$ cat src/rtl/ysyx_25030093_ifu.sv
// Instruction fetch unit: turns each new PC into a single-beat AR/R read and
// hands the fetched instruction to decode over a valid/ready handshake.
module ysyx_25030093_ifu #(
  parameter logic [31:0] RESET_INST  = 32'h0000_0013,
  parameter int unsigned FETCH_CNT_W = 32
) (
  input  logic                   clk,
  input  logic                   rst,
  input  logic [31:0]            pc,
  input  logic                   pc_valid,
  output logic                   arvalid,
  output logic [31:0]            araddr,
  input  logic                   arready,
  input  logic                   rvalid,
  input  logic [31:0]            rdata,
  input  logic [1:0]             rresp,
  output logic                   rready,
  output logic [31:0]            inst,
  output logic                   inst_valid,
  input  logic                   inst_ready,
  output logic                   fetch_fault,
  output logic                   busy,
  output logic [FETCH_CNT_W-1:0] fetch_cnt
);

  typedef enum logic [1:0] {
    S_IDLE = 2'd0,
    S_AR   = 2'd1,
    S_R    = 2'd2,
    S_OUT  = 2'd3
  } state_t;

  state_t                 state_q;
  state_t                 state_d;
  logic [31:0]            araddr_d;
  logic [31:0]            inst_d;
  logic                   fault_d;
  logic [FETCH_CNT_W-1:0] cnt_d;

  logic pc_aligned;
  assign pc_aligned = (pc[1:0] == 2'b00);

  // State and registered outputs; handshake flags are decoded from next state.
  always_ff @(posedge clk) begin
    if (rst) begin
      state_q     <= S_IDLE;
      arvalid     <= 1'b0;
      araddr      <= '0;
      rready      <= 1'b0;
      inst        <= RESET_INST;
      inst_valid  <= 1'b0;
      fetch_fault <= 1'b0;
      busy        <= 1'b0;
      fetch_cnt   <= '0;
    end else begin
      state_q     <= state_d;
      arvalid     <= (state_d == S_AR);
      araddr      <= araddr_d;
      rready      <= (state_d == S_R);
      inst        <= inst_d;
      inst_valid  <= (state_d == S_OUT);
      fetch_fault <= fault_d;
      busy        <= (state_d != S_IDLE);
      fetch_cnt   <= cnt_d;
    end
  end

  // Next-state logic
  always_comb begin
    state_d = state_q;
    unique case (state_q)
      S_IDLE: if (pc_valid)               state_d = pc_aligned ? S_AR : S_OUT;
      S_AR:   if (arvalid && arready)     state_d = S_R;
      S_R:    if (rready && rvalid)       state_d = S_OUT;
      S_OUT:  if (inst_valid && inst_ready) state_d = S_IDLE;
      default:                            state_d = S_IDLE;
    endcase
  end

  // Datapath next values; a misaligned PC skips the bus and faults directly.
  always_comb begin
    araddr_d = araddr;
    inst_d   = inst;
    fault_d  = fetch_fault;
    cnt_d    = fetch_cnt;
    unique case (state_q)
      S_IDLE: begin
        if (pc_valid) begin
          if (pc_aligned) begin
            araddr_d = pc;
          end else begin
            inst_d  = 32'h0000_0000;
            fault_d = 1'b1;
          end
        end
      end
      S_R: begin
        if (rready && rvalid) begin
          inst_d  = rdata;
          fault_d = (rresp != 2'b00);
        end
      end
      S_OUT: begin
        if (inst_valid && inst_ready) begin
          cnt_d   = fetch_cnt + FETCH_CNT_W'(1);
          inst_d  = RESET_INST;
          fault_d = 1'b0;
        end
      end
      default: ;
    endcase
  end

endmodule

$ cat config.mk
export PLATFORM = sky130hd
export DESIGN_NAME = ysyx_25030093_ifu
export DESIGN_NICKNAME = d
export VERILOG_FILES = /design/src/rtl/ysyx_25030093_ifu.sv
export SDC_FILE = /design/constraint.sdc
export NUM_CORES = 1
export LEC_CHECK = 0
export ABC_AREA = 1
export ABC_CLOCK_PERIOD_IN_PS = 1400
export CORE_ASPECT_RATIO = 1.75
export CORE_MARGIN = 1.5
export CORE_UTILIZATION = 39
export CTS_CLUSTER_DIAMETER = 120
export DETAILED_ROUTE_END_ITERATION = 10
export PLACE_DENSITY = 0.76
export SLEW_MARGIN = 30
export SYNTH_ARGS = -nofsm -noshare
export SYNTH_HDL_FRONTEND = slang
export SYNTH_SLANG_ARGS = --single-unit
$ cat constraint.sdc
create_clock -name clk -period 1.4 [get_ports clk]
set_input_delay 0.28 -clock clk [delete_from_list [all_inputs] [get_ports clk]]
set_output_delay 0.28 -clock clk [all_outputs]
set_load 0.005 [all_outputs]
Word level (Yosys, flattened, before mapping):

Cells that the tools add are included.

* output and inout bits: 101
* input bits: 72
* register bits after elaboration: 103
* logic and storage cells: 47

* add/subtract/negate cells: 1
* mux-type cells: 16
* reduce and logical (&&, ||, !) cells: 11
* equal/unequal tests: 10

Operator list (count)
* 32-bit 2-to-1 mux: 4
* 32-bit case mux with 3 select lines: 1
* 32-bit by 1-bit adder with 32-bit output, second input constant: 1
* 2-bit 2-to-1 mux: 5
* 2-bit equality test, second input constant: 4
* 2-bit != test, second input constant: 4
* 2-bit case mux with 4 select lines: 1
* 5-bit AND reduction: 1
* 2-bit by 1-bit equality test with 1-bit output, second input constant: 2
* 2-bit zero test: 2
* 1-bit 2-to-1 mux: 4
* 2-bit nonzero test: 2
* 1-bit logical AND: 3
* 1-bit case mux with 3 select lines: 1
* 3-bit AND reduction: 1
* 3-bit nonzero test: 1
* 2-bit AND reduction: 1

Depth between registers and ports, before layout:

* word-level depth: 5
* mapped depth: 10
* gate-level depth less buffers: 9

Worst setup path after synthesis:

Ideal clock, no wire load.

* path kind: register to register
* start point: reg fetch_cnt[0]
* end point: reg fetch_cnt[16]
* required time: 1284 ps
* period minus slack after synthesis: 1530 ps
* path buffers: 0
* path slack: -130 ps
* library setup time: 116 ps
* data arrival time: 1414 ps
* cell stages (with the launch flop): 9
* path through: dfxtp_1 ha_1 nand2_1 nor2_1 nand3_2 nor2_4 nand2_1 o21ai_0 nor2_1

* longest elaborated chain between the ends: 1

RTL lines
* from (decl): line 23 `output logic [FETCH_CNT_W-1:0] fetch_cnt`
* from (signal assigned): line 64 `fetch_cnt <= cnt_d;`
* 32-bit by 1-bit adder with 32-bit output: line 105 `cnt_d = fetch_cnt + FETCH_CNT_W'(1);`

No other way between the ends.
A chain may end at the register's enable or synchronous reset.

Worst setup path in the final report:

* start point: reg state_q[0]
* end point: reg inst[1]

* longest elaborated chain between the ends: 3
* elaborated cells on any way between the ends: 10
* classes of those cells: 6 x eq/ne; 1 x mux; 3 x reduce/logical

RTL lines
* from (decl): line 33 `state_t state_q;`
* from (signal assigned): line 56 `state_q <= state_d;`
* 2-bit equality test / 2-bit zero test (equally long branches): line 86 `unique case (state_q)`
* 2-bit != test (no line) / 3-bit nonzero test (equally long branches)
* 5-bit AND reduction (no line)
* to (signal assigned): line 60 `inst <= inst_d;`
* to (decl): line 18 `output logic [31:0] inst,`

Several ways; a longest one is shown, not always the timed one.

==> summary by stage <==
Yosys
Yosys attributes the largest share of cell area to sky130_fd_sc_hd__dfxtp_1 48%, sky130_fd_sc_hd__nand2_1 9.1%, sky130_fd_sc_hd__a21oi_1 9.0%. The synthesized design spends more area on one cell type than any other, namely sky130_fd_sc_hd__dfxtp_1. The number of nets in the synthesized netlist is 677.

Summed over its instances, the top area cell type makes up a little under half of the synthesized netlist area. The post-synthesis average cell area is about 7.2 sq um. During synthesis, Yosys emitted a total of 0 warnings. The sequential element share of the synthesized area is a little under half.

The unique cell type count in the Yosys netlist is 27. The synthesized netlist occupies a cell area of 0.00433 sq mm. The number of standard cells after synthesis is 604. After synthesis the netlist holds a flip-flop and latch count of 103.

Clock network
The longest clock path from root to sink contains 2 buffers. The H-tree generated during clock tree synthesis spans 3 levels. The clock latency on the worst-skew pair is approximately 0.34 ns. The total of hold buffers inserted after clock tree synthesis is 0. TritonCTS built the clock tree.

The total number of clock tree sinks is 103. The clock slew at the register clock pins of the worst setup and hold paths is ~0.070 ns. The library cell used as clock root buffer is sky130_fd_sc_hd__clkbuf_16.

TritonCTS created 9 clock buffers.

Finish
The number of nets in the final layout is 916. The layout has roughly 770 filler cells. The most common cell after layout, fill and taps aside is sky130_fd_sc_hd__dlygate4sd2_1. The top cell types in the final layout, fill and taps aside, are 99 x sky130_fd_sc_hd__dlygate4sd2_1, 81 x sky130_fd_sc_hd__inv_1, 69 x sky130_fd_sc_hd__clkdlybuf4s50_1.

Compared with the post-synthesis result, the final layout area differs by 81.7%. The number of antenna diodes is 0. The post-layout instance count excluding filler cells is between 900 and 1000. Cells with a size suffix above 1 make up around 32% of the layout.

Floorplan
The initialized floorplan defines 50 standard-cell rows. The effective utilization at floorplan is 40.2%. The number of ports placed on the die boundary is 173. After floorplanning, the core was sized to cover 0.0108 sq mm.

The vertical extent of the die is 142 um. The die extent in x is 82.7 um. The die covers roughly 0.012 sq mm.

Flow run
The number of max-capacitance violations reported is 0.

Routing
The mean number of vias per cell is 5.23. The final layout contains routed wiring with a total length of around 16000 um. The wire length per cell after detailed routing is 16.8 um. The violation count after the first detailed-route iteration is 203. In the routed design, unresolved DRC markers number 0. Once detail routing completed, the nets flagged for antenna violations numbered 0. Across all layers, the routed design uses 5113 vias.

The number of iterations in the first detailed-routing pass is 6.

Power and ir drop
The static leakage is around 0.0035 uW. The power per cell area is about 940 mW/mm^2. The worst supply voltage drop on vdd is roughly 0.00089 V. The design draws 7390 uW.

Global route
The wire length of the first global-routing pass is 20700 um. The pin count of the biggest net entering global routing is 60. The number of global-route vias before repair is roughly 4700. The number of antenna violations at the first check in global routing was 0. The combined global-route utilization of all metal layers is 22.7%. The global route total overflow is 0.

Outcome
The run finished, with violations left. The checks that failed: negative setup slack.

Placement
After detailed placement, the design holds a cell count of between 900 and 1000. The HPWL after detailed placement is 9840 um. The number of buffers added on ports is roughly 170. The final weighted congestion of routability-driven global placement is 0.867. The post-place setup slack is -0.456 ns.

Timing
The final critical path takes up 108% of the cycle. The total count of max-transition violations in the final report came to 0. Setup repair after global routing could not meet its margin everywhere. The actual transition at the worst max-transition pin is 0.403 ns. Measured against its own limit, the worst slew margin works out to 73.1%. Across all hold checks on the routed design, the worst slack comes to 0.440 ns. The final hold violation count is 0. The total of endpoints with negative setup slack in the final report is 36. Static timing analysis puts the maximum clock frequency at 659 MHz.

The minimum setup slack in the final design is -0.118 ns. The worst setup skew after layout is 0.00445 ns. For the finished layout, the period the worst path requires is 1.52 ns.

Critical path
Along the worst path, the maximum fanout reaches 8. The launching element type of the critical path is a register. The data required time at the worst endpoint is between 1.5 and 2 ns. Counting cells, the worst reg-to-reg path comes to 7. The data arrival time of the critical path is 1.77 ns. By startpoint and endpoint, the worst setup path is classified as reg2reg.

The worst setup path is captured at a register. In this run the worst setup path begins at state_q[0]. The startpoint of the worst-slack reg-to-reg timing path is state_q[0].

Worst hold path
The beginning of the worst hold path is araddr[22]. The type of the tightest min-delay check is reg2reg. The worst hold path passes through 2 cells.
power by group:
part	internal, uW	switching (uW)
clock	1530	1110
combinational	827	802
sequential	3030	92.2
critical path, stage by stage, from the launching register on:
cell and delay, ns:
sky130_fd_sc_hd__dfxtp_4 0.37, sky130_fd_sc_hd__buf_4 0.15, sky130_fd_sc_hd__o21ai_2 0.06, sky130_fd_sc_hd__nand2_2 0.08, sky130_fd_sc_hd__nor2_4 0.18, sky130_fd_sc_hd__clkinv_4 0.18, sky130_fd_sc_hd__buf_12 0.19, sky130_fd_sc_hd__o211ai_1 0.22
synthesized netlist by cell type:
library cell / number
sky130_fd_sc_hd__nand2_1: 105
sky130_fd_sc_hd__dfxtp_1: 103
sky130_fd_sc_hd__inv_1: 82
sky130_fd_sc_hd__a21oi_1: 78
sky130_fd_sc_hd__nand3_1: 61
sky130_fd_sc_hd__nor2_1: 58
sky130_fd_sc_hd__o21ai_0: 45
sky130_fd_sc_hd__clkbuf_1: 17
sky130_fd_sc_hd__nand4_1: 9
sky130_fd_sc_hd__buf_2: 8
sky130_fd_sc_hd__nor3_1: 7
sky130_fd_sc_hd__nor2_4: 4
sky130_fd_sc_hd__o21a_1: 4
sky130_fd_sc_hd__nor2_2: 3
sky130_fd_sc_hd__o211ai_1: 3
sky130_fd_sc_hd__o21ai_1: 3
sky130_fd_sc_hd__inv_2: 2
sky130_fd_sc_hd__nand2_2: 2
sky130_fd_sc_hd__xor2_1: 2
sky130_fd_sc_hd__and3_1: 1
sky130_fd_sc_hd__buf_4: 1
sky130_fd_sc_hd__buf_6: 1
sky130_fd_sc_hd__clkinv_1: 1
sky130_fd_sc_hd__clkinv_2: 1
sky130_fd_sc_hd__ha_1: 1
sky130_fd_sc_hd__nand3_2: 1
sky130_fd_sc_hd__nor3b_1: 1
sequential cells by signal, summed over array words and instances, names as in the netlist:
signal,count
rready,1
state_q,2
inst,32
busy,1
araddr,32
inst_valid,1
fetch_cnt,32
arvalid,1
fetch_fault,1
path summary, 6_finish.rpt:
path	to	slack, ns
max	inst[1]	-0.12
min	araddr[22]	0.44
max reg2reg	inst[1]	-0.12
min reg2reg	araddr[22]	0.44
cell families after synthesis:
logic type | after synthesis | share of synthesized area, %
compound gates | 133 | 15.8
simple gates | 252 | 25.6
xor+xnor | 2 | 0.405
fa+ha+maj | 1 | 0.289
flops | 103 | 47.6
buf+inv | 113 | 10.3
routing by layer:
layer | track usage, % | up-vias | routed length, um
met4 | 12.0 | 0 | 981
met5 | 0 | - | 0
met2 | 43.1 | 198 | 9090
met1 | 21.7 | 2415 | 5500
li1 | - | 2432 | -
met3 | 4.68 | 68 | 814
repair_timing:
| item | 4_1_cts | 5_1_grt |
|---|---|---|
| resized for setup | 160 | 155 |
| setup buffers | 13 | 5 |
| setup endpoints to repair | 141 | 87 |
| gates cloned | 0 | 11 |
| pin swaps | 7 | 40 |
area by class of cell:
type                    instances  area, sq um  area share, %
clock buffers                  13          270           3.43
multi-input cells             388         2470           31.4
clock inverters                 3         40.0          0.509
inverters                      86          330           4.20
flip-flops and latches        103         2140           27.2
repair buffers                255         2460           31.2
well taps                     130          163           2.07
stage by stage:
step / TNS (ns) / util, % / area [sq um]
global placement: -30.24 / 61.2 / 6590
floorplan: 0 / - / 4350
CTS: 0 / 65.0 / 6990
finish: -1.91 / 73.1 / 7870
detailed placement: -32.54 / 61.2 / 6590
global route: -5.51 / 73.1 / 7870
Note: power is estimated with default switching activity, not from simulation.
